## src/rtl/laser_rx_sampler.sv

```systemverilog
// laser_rx_sampler
//   Receives byte frames from a photodiode line sampled on the base clock.
//   Frame on the line: idle 0, start bit 1, 8 data bits LSB first, stop bit 0.
//   Each bit lasts CLKS_PER_BIT base-clock cycles. The receiver samples each bit
//   near its middle, counting from the first cycle in which the synchronized
//   line is seen high.
//
// Parameters
//   CLKS_PER_BIT  base-clock cycles per laser bit (even, 4..254)
//
// Ports
//   clock        in   base clock; every flop in this block uses it
//   reset        in   asynchronous, active-high reset
//   en           in   receiver enable; low forces IDLE on the next edge
//   laser_rx     in   raw photodiode line (asynchronous, 1 = light)
//   data_valid   out  one-cycle pulse when a good frame has been received
//   data_in      out  last good byte, held until the next good frame
//   frame_err    out  one-cycle pulse when a frame ends with a bad stop bit
//   busy         out  high whenever the receiver is not in IDLE
//   frame_count  out  count of good frames, wraps at 16 bits
//
// state     | meaning
// ----------+------------------------------------------------------------
// IDLE      | waiting for a 0->1 transition of the synchronized line
// START     | timing to the middle of the start bit to confirm it
// DATA      | sampling the 8 data bits, LSB first
// STOP      | timing to the middle of the stop bit, judging the frame
// WAIT_IDLE | bad frame seen; waiting for a full bit time of quiet line

module laser_rx_sampler #(
  parameter int CLKS_PER_BIT = 4
) (
  input  logic        clock,
  input  logic        reset,
  input  logic        en,
  input  logic        laser_rx,
  output logic        data_valid,
  output logic [7:0]  data_in,
  output logic        frame_err,
  output logic        busy,
  output logic [15:0] frame_count
);

  localparam logic [2:0] S_IDLE      = 3'd0;
  localparam logic [2:0] S_START     = 3'd1;
  localparam logic [2:0] S_DATA      = 3'd2;
  localparam logic [2:0] S_STOP      = 3'd3;
  localparam logic [2:0] S_WAIT_IDLE = 3'd4;

  // The FSM enters START one cycle after the first high cycle of rx_s (it
  // needs that cycle to see the edge), so the start-bit countdown is one
  // short of half a bit. After every sample the next one is a full bit away.
  localparam logic [7:0] HALF_LOAD = 8'(CLKS_PER_BIT / 2 - 1);
  localparam logic [7:0] BIT_LOAD  = 8'(CLKS_PER_BIT - 1);

  // ---------------------------------------------------------------------------
  // Line synchronizer and edge detection
  // ---------------------------------------------------------------------------
  logic       sync1_q;
  logic       rx_s_q;
  logic       rx_prev_q;
  logic [1:0] arm_q;
  logic       start_edge;

  // arm_q counts the first cycles after reset. Until the synchronizer and the
  // edge-detect flop both hold real line samples, the 0 they were reset to
  // would make a line held high through reset look like a fresh rising edge.
  always_ff @(posedge clock or posedge reset) begin
    if (reset) begin
      sync1_q   <= 1'b0;
      rx_s_q    <= 1'b0;
      rx_prev_q <= 1'b0;
      arm_q     <= 2'd0;
    end else begin
      sync1_q   <= laser_rx;
      rx_s_q    <= sync1_q;
      rx_prev_q <= rx_s_q;
      if (arm_q != 2'd3) begin
        arm_q <= arm_q + 2'd1;
      end
    end
  end

  assign start_edge = (arm_q == 2'd3) && rx_s_q && !rx_prev_q;

  // ---------------------------------------------------------------------------
  // Receive FSM
  // ---------------------------------------------------------------------------
  logic [2:0]  state_q,       state_d;
  logic [7:0]  cyc_cnt_q,     cyc_cnt_d;
  logic [3:0]  bit_cnt_q,     bit_cnt_d;
  logic [7:0]  shift_q,       shift_d;
  logic [7:0]  data_in_q,     data_in_d;
  logic [15:0] frame_count_q, frame_count_d;
  logic        data_valid_q,  data_valid_d;
  logic        frame_err_q,   frame_err_d;
  logic        cyc_tc;

  assign cyc_tc = (cyc_cnt_q == 8'd0);

  always_comb begin
    state_d       = state_q;
    cyc_cnt_d     = cyc_cnt_q;
    bit_cnt_d     = bit_cnt_q;
    shift_d       = shift_q;
    data_in_d     = data_in_q;
    frame_count_d = frame_count_q;
    data_valid_d  = 1'b0;
    frame_err_d   = 1'b0;

    if (!en) begin
      // Partial byte is simply abandoned; the shift register is not cleared
      // because data_in only ever loads from it on a good stop bit.
      state_d = S_IDLE;
    end else begin
      case (state_q)
        S_IDLE: begin
          if (start_edge) begin
            state_d   = S_START;
            cyc_cnt_d = HALF_LOAD;
            bit_cnt_d = 4'd0;
          end
        end

        S_START: begin
          if (cyc_tc) begin
            if (rx_s_q) begin
              state_d   = S_DATA;
              cyc_cnt_d = BIT_LOAD;
            end else begin
              state_d = S_IDLE;
            end
          end else begin
            cyc_cnt_d = cyc_cnt_q - 8'd1;
          end
        end

        S_DATA: begin
          if (cyc_tc) begin
            // Shift right so the first (LSB) bit ends up in position 0.
            shift_d   = {rx_s_q, shift_q[7:1]};
            cyc_cnt_d = BIT_LOAD;
            if (bit_cnt_q == 4'd7) begin
              state_d = S_STOP;
            end else begin
              bit_cnt_d = bit_cnt_q + 4'd1;
            end
          end else begin
            cyc_cnt_d = cyc_cnt_q - 8'd1;
          end
        end

        S_STOP: begin
          if (cyc_tc) begin
            if (!rx_s_q) begin
              state_d       = S_IDLE;
              data_in_d     = shift_q;
              data_valid_d  = 1'b1;
              frame_count_d = frame_count_q + 16'd1;
            end else begin
              state_d     = S_WAIT_IDLE;
              frame_err_d = 1'b1;
              cyc_cnt_d   = BIT_LOAD;
            end
          end else begin
            cyc_cnt_d = cyc_cnt_q - 8'd1;
          end
        end

        S_WAIT_IDLE: begin
          // Any light restarts the quiet-time countdown.
          if (rx_s_q) begin
            cyc_cnt_d = BIT_LOAD;
          end else if (cyc_tc) begin
            state_d = S_IDLE;
          end else begin
            cyc_cnt_d = cyc_cnt_q - 8'd1;
          end
        end

        default: begin
          state_d = S_IDLE;
        end
      endcase
    end
  end

  always_ff @(posedge clock or posedge reset) begin
    if (reset) begin
      state_q       <= S_IDLE;
      cyc_cnt_q     <= 8'd0;
      bit_cnt_q     <= 4'd0;
      shift_q       <= 8'h00;
      data_in_q     <= 8'h00;
      frame_count_q <= 16'h0000;
      data_valid_q  <= 1'b0;
      frame_err_q   <= 1'b0;
    end else begin
      state_q       <= state_d;
      cyc_cnt_q     <= cyc_cnt_d;
      bit_cnt_q     <= bit_cnt_d;
      shift_q       <= shift_d;
      data_in_q     <= data_in_d;
      frame_count_q <= frame_count_d;
      data_valid_q  <= data_valid_d;
      frame_err_q   <= frame_err_d;
    end
  end

  // data_in is loaded on the same edge that raises data_valid and does not
  // change again until the next good frame, so it is stable for the pulse.
  assign data_valid  = data_valid_q;
  assign data_in     = data_in_q;
  assign frame_err   = frame_err_q;
  assign busy        = (state_q != S_IDLE);
  assign frame_count = frame_count_q;

endmodule

```

## config.mk

```make
export PLATFORM = sky130hd
export DESIGN_NAME = laser_rx_sampler
export DESIGN_NICKNAME = d
export VERILOG_FILES = /design/src/rtl/laser_rx_sampler.sv
export SDC_FILE = /design/constraint.sdc
export NUM_CORES = 1
export LEC_CHECK = 0
export ABC_AREA = 1
export CAP_MARGIN = 10
export CORE_ASPECT_RATIO = 1.5
export CORE_MARGIN = 2
export CORE_UTILIZATION = 35
export DETAILED_ROUTE_END_ITERATION = 12
export GPL_ROUTABILITY_DRIVEN = 0
export GPL_TIMING_DRIVEN = 0
export MAX_ROUTING_LAYER = met4
export PLACE_DENSITY = 0.58
export SETUP_SLACK_MARGIN = 0.3
export SLEW_MARGIN = 0
export SYNTH_ARGS = -nofsm -noshare
export SYNTH_HDL_FRONTEND = slang
export SYNTH_SLANG_ARGS = --single-unit
```

## constraint.sdc

```tcl
create_clock -name clock -period 3.3 [get_ports clock]
set_input_delay 0.66 -clock clock [delete_from_list [all_inputs] [get_ports clock]]
set_output_delay 0.66 -clock clock [all_outputs]
set_load 0.005 [all_outputs]
```

==> reports/results.ini, run 1 <==
[min_path]
whs_path_depth = 0
hp-start = sync1_q
hold_class = flop to flop
min_delay_worst_endpoint = rx_s_q

[clock_network]
clock_latency_ns = 0.30
clock_path_buffers = 2
path_clk_slew_ns = 0.07
cts_setup_buffers = 0
numCtsBuffers = 5
cts-resized-gates = 0
cts_max_level = 2
cts_root_buf = clkbuf_16
cts_tree = built
hold_buffers = 0
cts.sinks = 54

[floorplanning]
initial_core_util_pct = 35.64
design.core.area_um2 = 8310
die_h_um = 116.7
fp.dieArea_um2 = 9228
ios = 31
die_w_um = 79.11
num_rows = 41

[setup_path]
critPathRequiredTime_ns = 2.64
r2r-start = cyc_cnt_q[0]
cp-start-kind = flop
cpMaxStageDelayCell = clkdlybuf4s50_1
crit_fanout = 9
rr_worst_depth = 8
critPathMaxStageDelay_ns = 0.53
r2r_slack_ns = 1.44
timing.rr.end = data_in[5]
critPathKind = flop to output pin
path_cells = buf_2 > nor2_2 > nand2_1 > clkdlybuf4s50_1
end_kind = output pin
arrival_ns = 1.54

[logic_synthesis]
ys_ff_latch = 54
ys_seq_area_share_pct = 45.63
yosys_warnings = 0
synth_area_um2 = 2962
synth.avg_cell_area_um2 = 8.048
syn-num-nets = 377
synthCells = 368
synth_cell_types = 29

[power_and_ir_drop]
sw_frac_of_total_pct = 39.37
total_power_mw = 2.089
pwr-share-seq_pct = 38.1
p_sw_uw = 822.4
internal-power_mw = 1.266
power.leakage_nw = 1.662
p_comb_share_pct = 36.9
clkPwrFrac_pct = 25.0
p_per_area_nw_per_um2 = 589.3
ir_drop_mv = 0.2405

[timing]
drv_slew = 0
timing.setup.tns_ns = 0
maxSlewHeadroom_pct = 65.47
min_period_over_period_pct = 66.74
timing.fmax_ghz = 0.4541
rsz0062_at_grt = false
fin_crit_ns = 2.202
skew_ns = 0.005836
setup_violations = 0
hold_viol_final = 0
worst_slew_pin_slew_ns = 0.5139

[placed_design]
port_buffers = 29
placed_cell_area_um2 = 3406
hpwl_mm = 4.734

[status]
status = complete, no violations

[global_route]
gr-usage-met2_pct = 26.38
grt_max_degree = 39
gr-usage-met1_pct = 18.43
grt_util_met3_pct = 2.782
grt.total_usage_pct = 15.65
busiest_layer = met2
grt_antenna_before_repair = 0
grt_pass1_wl_mm = 10.98
first_global_vias = 2361
grt.overflow.total = 0

[cells_and_area]
n_antenna_cell = 0
nets = 414
drive_gt1_share_pct = 14.32
final_area_um2 = 3545
area_growth_pct = 19.69

[route]
ant_nets = 0
wl_per_cell_um = 12.24
drt_iter0_drc = 161
routed_wl_mm = 6.269
avgViaCountPerCell = 4.799
dr.pass1.iters = 4
drc_errors = 0
vias = 2457

[flow_run]
maxCapViolations = 0

-- state kept, by name, indices dropped and copies added (netlist names) --
name and cells:
state_q 3, frame_err 1, shift_q 8, bit_cnt_q 4, rx_prev_q 1, arm_q 2, cyc_cnt_q 8, sync1_q 1
data_in 8, frame_count 16, rx_s_q 1, data_valid 1
-- power groups by stage --
stage	registers, mW	clock network [mW]	logic (mW)
6_report	0.796	0.523	0.770
5_1_grt	0.806	0.561	0.879
4_1_cts	0.796	0.541	0.775
3_5_place_dp	0.807	0	0.770
3_3_place_gp	0.806	0	0.756
2_1_floorplan	0.793	0	0.587
-- worst max path at each step --
stage / from / end / slack [ns] / depth (start not counted)
after floorplan: reset / arm_q[0] / 1.33 / 1
after global placement: reset / cyc_cnt_q[5] / 0.24 / 2
after detailed placement: state_q[2] / busy / 1.39 / 4
after CTS: state_q[2] / busy / 1.07 / 4
after global routing: state_q[2] / busy / 0.99 / 4
final: state_q[2] / busy / 1.10 / 4
-- synth_stat cells (all sizes together) --
library cell | count | area share [%]
nor2 | 43 | 6.7
nand2 | 117 | 16
o21ai | 32 | 6.9
a21boi | 1 | 0.25
nand3 | 22 | 4.1
or2 | 2 | 0.42
nand3b | 3 | 0.76
buf | 6 | 1.6
o22ai | 2 | 0.42
xnor2 | 5 | 1.5
inv | 42 | 5.3
xor2 | 9 | 2.7
dfrtp | 54 | 46
a21oi | 4 | 0.68
nand4 | 13 | 3.5
mux2 | 1 | 0.38
ha | 5 | 2.1
nor3 | 7 | 1.6
-- per-stage QoR --
stage               hold WS (ns)  instances  util, %  worst slack [ns]
global route              0.3750        512    42.65            0.9948
global placement          0.3363        504    40.74            0.2368
finish                    0.3504        512    42.65             1.098
CTS                       0.3537        512    42.65             1.067
detailed placement        0.3373        505    40.98             1.389
floorplan                 0.3312        368        -             1.325
-- layer usage --
layer | share of wire (%) | wire [um] | vias up
li1 | - | - | 1245
met4 | 1.8 | 114 | 0
met3 | 2.9 | 179 | 8
met5 | 0 | 0 | -
met2 | 53 | 3292 | 42
met1 | 43 | 2684 | 1162
-- layout make-up --
type / count / area (um^2)
fill: 860 / 4766
timing repair buffer: 30 / 310.3
clock inverter: 2 / 13.76
sequential: 54 / 1351
tap: 107 / 133.9
multi-input combinational: 266 / 1404
buffer: 6 / 48.80
inverter: 42 / 157.7
clock buffer: 5 / 125.1
-- cells by family (layout without fill, tap and decap cells) --
logic type / Yosys count / after routing / synth area share, %
flip-flops: 54 / 54 / 45.63
XOR/XNOR: 14 / 14 / 4.140
AND/OR/NAND/NOR: 207 / 207 / 32.49
buffers and inverters: 48 / 85 / 6.971
multiplexers: 1 / 1 / 0.3802
AO/OA/AOI/OAI: 39 / 39 / 8.281
adder cells (fa/ha/maj): 5 / 5 / 2.112
-- worst max-delay path: cells and delay by family (launching register included) --
family / cells / cell delay (ns)
and+or+nand+nor: 2 / 0.19
buffers and inverters: 2 / 0.74
DFF: 1 / 0.32
-- cells in the final DEF, fill, tap and decap left out, types with 7 or more instances in the layout --
master / n
dfrtp_1: 54
nand2_2: 8
o21ai_1: 16
nand4_1: 11
inv_1: 35
xor2_1: 9
nand3_1: 20
nand2_1: 109
inv_2: 7
clkdlybuf4s50_1: 29
nor2_1: 34
o21ai_2: 12
Note: power is estimated with default switching activity, not from simulation.
==> inputs of run 2 (changes only) <==
--- a/config.mk
+++ b/config.mk
@@ -14,7 +14,7 @@
 export GPL_ROUTABILITY_DRIVEN = 0
 export GPL_TIMING_DRIVEN = 0
 export MAX_ROUTING_LAYER = met4
-export PLACE_DENSITY = 0.58
+export PLACE_DENSITY = 0.6
 export SETUP_SLACK_MARGIN = 0.3
 export SLEW_MARGIN = 0
 export SYNTH_ARGS = -nofsm -noshare
==> constraint.sdc (replaced) <==
create_clock -name clock -period 1.9 [get_ports clock]
set_input_delay 0.38 -clock clock [delete_from_list [all_inputs] [get_ports clock]]
set_output_delay 0.38 -clock clock [all_outputs]
set_load 0.005 [all_outputs]
==> reports/results.ini, run 2 (synthesis results as in run 1) <==
[status]
status = complete, no violations  ; unchanged

[power_and_ir_drop]
power.leakage_nw = 1.980  ; was 1.662 nW
p_per_area_nw_per_um2 = 1034  ; was 589.3 nW/um^2
ir_drop_mv = 0.4398  ; was 0.2405 mV

[flow_run]
maxCapViolations = 0  ; unchanged

[cells_and_area]
fin_cells = 549  ; was 512
largest_register_ffs = 16  ; unchanged
area_growth_pct = 37.81  ; was 19.69%
final_area_um2 = 4081  ; was 3545 um^2
layout_commonest_cell = nand2_1  ; unchanged
drive_gt1_share_pct = 28.73  ; was 14.32%
nets = 451  ; was 414
nFillCells = 799  ; was 860
n_antenna_cell = 0  ; unchanged
layout_common_cells = nand2_1, dfrtp_1, buf_4  ; was nand2_1, dfrtp_1, inv_1

[floorplanning]
fp.dieArea_um2 = 9228  ; unchanged
initial_core_util_pct = 35.64  ; unchanged
ios = 31  ; unchanged
design.core.area_um2 = 8310  ; unchanged
die_w_um = 79.11  ; unchanged
num_rows = 41  ; unchanged
die_h_um = 116.7  ; unchanged

[clock_network]
cts_root_buf = clkbuf_16  ; unchanged
clock_latency_ns = 0.30  ; about the same
clock_path_buffers = 2  ; unchanged
path_clk_slew_ns = 0.07  ; about the same
cts_max_level = 2  ; unchanged
cts_tree = built  ; unchanged
hold_buffers = 0  ; unchanged
numCtsBuffers = 5  ; unchanged
cts.sinks = 54  ; unchanged

[timing]
setup_violations = 0  ; unchanged
worst_slew_pin_slew_ns = 0.4630  ; was 0.5139 ns
min_period_over_period_pct = 83.09
rsz0062_at_grt = true  ; was false
drv_slew = 0  ; unchanged
maxSlewHeadroom_pct = 68.90  ; was 65.47%
skew_ns = 0.004594  ; was 0.005836 ns
fin_crit_ns = 1.579
timing.setup.tns_ns = 0  ; unchanged
timing.fmax_ghz = 0.6334
hold_viol_final = 0  ; unchanged

[route]
routed_wl_mm = 7.162  ; was 6.269 mm
avgViaCountPerCell = 4.872  ; was 4.799
dr.pass1.iters = 4  ; unchanged
drt_iter0_drc = 156  ; was 161
ant_nets = 0  ; unchanged
drc_errors = 0  ; unchanged
wl_per_cell_um = 13.05  ; was 12.24 um
vias = 2675  ; was 2457

[setup_path]
crit_fanout = 2  ; was 9
critPathRequiredTime_ns = 1.52  ; was 2.64 ns
cp-start-kind = flop  ; unchanged
critPathKind = flop to output pin  ; unchanged
end_kind = output pin  ; unchanged
critPathMaxStageDelay_ns = 0.51  ; was 0.53 ns
path_cells = clkdlybuf4s50_1  ; was buf_2 > nor2_2 > nand2_1 > clkdlybuf4s50_1
cpMaxStageDelayCell = clkdlybuf4s50_1  ; unchanged
arrival_ns = 1.20  ; was 1.54 ns
path_delay_family = buffers and inverters  ; unchanged
crit_buf_inv = 1  ; was 2

[global_route]
grt.total_usage_pct = 16.27  ; was 15.65%
first_global_vias = 2438  ; was 2361
grt_pass1_wl_mm = 11.38  ; was 10.98 mm
grt_antenna_before_repair = 0  ; unchanged
grt_max_degree = 55  ; was 39
grt.overflow.total = 0  ; unchanged

[placed_design]
placed_cell_area_um2 = 3390  ; was 3406 um^2
place_inst = 504  ; was 505
hpwl_mm = 4.725  ; was 4.734 mm
port_buffers = 29  ; unchanged

[min_path]
hold_class = flop to flop  ; unchanged

==> run 2: cell types whose count changed in the layout (fill, tap and decap cells not counted), sizes merged <==
cell           previous run  this run
dlymetal6s2s              0         4
dlygate4sd2               0         2
clkdlybuf4s50            29        22
inv                      43        42
clkinvlp                  0         1
clkbuf                    5         8
buf                       7        42
==> run 2: per-layer routing <==
metal / GRT usage (%) / vias up / share of wire, %
met5: - / - / 0
met4: 7.471 / 0 / 2.7
met3: 2.859 / 14 / 2.8
met2: 27.97 / 53 / 54
met1: 18.36 / 1283 / 41
li1: - / 1325 / -
==> run 2: final timing paths <==
kind                               from              to  slack, ns  cells after the start
max                          data_in[7]      data_in[7]       0.32                      1
min                             sync1_q          rx_s_q       0.35                      0
max reg2reg                cyc_cnt_q[7]  frame_count[0]       0.33                      7
min reg2reg                     sync1_q          rx_s_q       0.35                      0
max in group asynchronous         reset          rx_s_q       0.94                      3
min in group asynchronous         reset    cyc_cnt_q[1]       0.42                      2
==> run 2: layout make-up <==
cell class                 instances  area [um^2]  area share [%]
clock buffer                       5        125.1           3.066
timing repair buffer              67        633.1           15.51
tap                              107        133.9           3.280
buffer                             6        73.82           1.809
sequential                        54         1363           33.38
clock inverter                     2        13.76          0.3372
multi-input combinational        266         1573           38.53
inverter                          42        166.4           4.077
==> run 2: metrics by stage <==
step	power (mW)	setup WS (ns)	hold WS (ns)	util (%)
after global placement	2.703	0.05454	0.3319	40.79
final	4.218	0.3213	0.3525	49.11
after global routing	4.507	0.2351	0.3713	49.11
after detailed placement	2.720	0.03472	0.3411	40.79
after floorplan	2.397	0.3207	0.3312	-
after CTS	3.840	0.2509	0.3575	45.02
==> run 2: what timing repair did <==
item	4_1_cts	5_1_grt
pin swaps	4	12
endpoints found under the setup margin	63	50
cloned	0	2
gates resized for setup	22	50
setup buffers	20	15
==> run 2: power by group <==
part	leakage [nW]	total, mW	switching [mW]	internal [mW]
Sequential	0.706	1.40	0.132	1.27
Combinational	1.20	1.91	1.10	0.802
Clock	0.0701	0.913	0.428	0.485
Total	1.98	4.22	1.66	2.55
==> inputs of run 3 (changes only) <==
==> constraint.sdc (replaced) <==
create_clock -name clock -period 1.3 [get_ports clock]
set_input_delay 0.26 -clock clock [delete_from_list [all_inputs] [get_ports clock]]
set_output_delay 0.26 -clock clock [all_outputs]
set_load 0.005 [all_outputs]
==> reports/results.ini, run 3 (synthesis results as in run 1) <==
[route]
ant_nets = 0  ; unchanged
wl_per_cell_um = 13.84  ; was 13.05 um
dr.pass1.iters = 4  ; unchanged
avgViaCountPerCell = 4.874  ; was 4.872
drt_iter0_drc = 183  ; was 156
vias = 2851  ; was 2675
routed_wl_mm = 8.097  ; was 7.162 mm
drc_errors = 0  ; unchanged

[clock_network]
cts_tree = built  ; unchanged
cts.sinks = 54  ; unchanged
clock_latency_ns = 0.30  ; about the same
clock_path_buffers = 2  ; unchanged
path_clk_slew_ns = 0.08  ; was 0.07 ns
numCtsBuffers = 5  ; unchanged
hold_buffers = 0  ; unchanged
cts_root_buf = clkbuf_16  ; unchanged
cts_max_level = 2  ; unchanged

[floorplanning]
initial_core_util_pct = 35.64  ; unchanged
ios = 31  ; unchanged
design.core.area_um2 = 8310  ; unchanged
num_rows = 41  ; unchanged
fp.dieArea_um2 = 9228  ; unchanged
die_h_um = 116.7  ; unchanged
die_w_um = 79.11  ; unchanged

[timing]
final.setup.worst_slack_ns = -0.2920  ; was 0.3213 ns
fin_crit_ns = 1.592
maxSlewHeadroom_pct = 61.77  ; was 68.90%
setup_violations = 50  ; was 0
holdWs_ns = 0.2046  ; was 0.3525 ns
skew_ns = 0.007599  ; was 0.004594 ns
min_period_over_period_pct = 122.5
worst_slew_pin_slew_ns = 0.5725  ; was 0.4630 ns
hold_viol_final = 0  ; unchanged
rsz0062_at_grt = true  ; unchanged
timing.setup.tns_ns = -11.22  ; was 0 ns
timing.fmax_ghz = 0.6282
drv_slew = 0  ; unchanged

[placed_design]
hpwl_mm = 4.638  ; was 4.725 mm
port_buffers = 29  ; unchanged
pre_cts_ws_ns = -0.3819  ; was 0.03472 ns

[setup_path]
end_kind = flop  ; was output pin
rr_worst_depth = 7  ; unchanged
timing.rr.end = data_in[5]  ; was frame_count[0]
critPathKind = flop to flop  ; was flop to output pin
r2r-start = state_q[0]  ; was cyc_cnt_q[7]
crit_fanout = 6  ; was 2
arrival_ns = 1.79  ; was 1.20 ns
cp-start-kind = flop  ; unchanged
r2r_slack_ns = -0.29  ; was 0.33 ns
critPathRequiredTime_ns = 1.50  ; was 1.52 ns

[cells_and_area]
drive_gt1_share_pct = 47.28  ; was 28.73%
largest_register_ffs = 16  ; unchanged
n_antenna_cell = 0  ; unchanged
nets = 486  ; was 451
area_growth_pct = 51.04  ; was 37.81%
layout_commonest_cell = nand2_1  ; unchanged
nFillCells = 763  ; was 799
layout_common_cells = nand2_1, buf_4, dfrtp_1  ; was nand2_1, dfrtp_1, buf_4

[global_route]
grt.total_usage_pct = 18.43  ; was 16.27%
grt_pass1_wl_mm = 12.96  ; was 11.38 mm
grt_max_degree = 20  ; was 55
grt.overflow.total = 0  ; unchanged
first_global_vias = 2793  ; was 2438
grt_antenna_before_repair = 0  ; unchanged

[power_and_ir_drop]
power.leakage_nw = 2.195  ; was 1.980 nW
p_per_area_nw_per_um2 = 1543  ; was 1034 nW/um^2
ir_drop_mv = 0.8860  ; was 0.4398 mV

[status]
failed_checks = setup timing
status = complete, but fails checks  ; was complete, no violations

[flow_run]
maxCapViolations = 0  ; unchanged

[min_path]
hold_class = primary input to asynchronous set/reset pin  ; was flop to flop

## run 3: metrics by stage
stage | area [um^2] | total power, mW | std cells | utilization (%)
2_1_floorplan | 3005 | 3.595 | 368 | -
3_3_place_gp | 3430 | 4.059 | 504 | 41.27
3_5_place_dp | 3430 | 4.094 | 504 | 41.27
4_1_cts | 4158 | 6.327 | 567 | 50.03
5_1_grt | 4473 | 7.319 | 585 | 53.82
6_report | 4473 | 6.902 | 585 | 53.82
## run 3: layout make-up
| cell class | instances | area (um^2) | share of cell area, % |
|---|---|---|---|
| clock inverter | 3 | 28.78 | 0.6434 |
| timing repair inverter | 3 | 22.52 | 0.5035 |
| timing repair buffer | 99 | 862.1 | 19.27 |
| clock buffer | 5 | 125.1 | 2.797 |
| buffer | 6 | 77.57 | 1.734 |
| sequential | 54 | 1363 | 30.46 |
| multi-input combinational | 266 | 1689 | 37.76 |
| inverter | 42 | 171.4 | 3.832 |
| tap | 107 | 133.9 | 2.993 |
## run 3: worst max-delay path, cell delays in order, from the launching register on
cell	delay [ns]
dfrtp_2	0.45
inv_2	0.09
nor3_4	0.33
nand4_4	0.20
buf_6	0.18
clkbuf_16	0.15
nand2_2	0.05
o21ai_2	0.04
## run 3: report_power, final
part | internal (mW) | leakage (nW) | switching (mW)
Combinational | 1.53 | 1.41 | 1.91
Sequential | 1.85 | 0.706 | 0.190
Clock | 0.740 | 0.0763 | 0.676
## run 3: what timing repair did
| item | CTS | global route |
|---|---|---|
| pin swaps | 23 | 9 |
| buffers inserted | 49 | 17 |
| endpoints found under the setup margin | 131 | 82 |
| resized for setup | 178 | 45 |
| cloned | 6 | 1 |
## run 3: worst max-delay path by stage
stage,cells past startpoint,slack [ns],from,to
global route,8,-0.45,state_q[2],bit_cnt_q[2]
floorplan,10,-0.16,cyc_cnt_q[0],cyc_cnt_q[4]
finish,7,-0.29,state_q[0],data_in[5]
detailed placement,9,-0.38,cyc_cnt_q[5],cyc_cnt_q[4]
global placement,9,-0.38,cyc_cnt_q[5],cyc_cnt_q[4]
CTS,10,-0.26,cyc_cnt_q[0],frame_count[8]
## run 3: metal layers
layer / vias to the layer above / track usage, % / share of wire (%)
met4: 0 / 7.356 / 2.2
met3: 15 / 2.937 / 3.3
li1: 1404 / - / -
met1: 1368 / 20.38 / 39
met5: - / - / 0
met2: 64 / 32.94 / 56
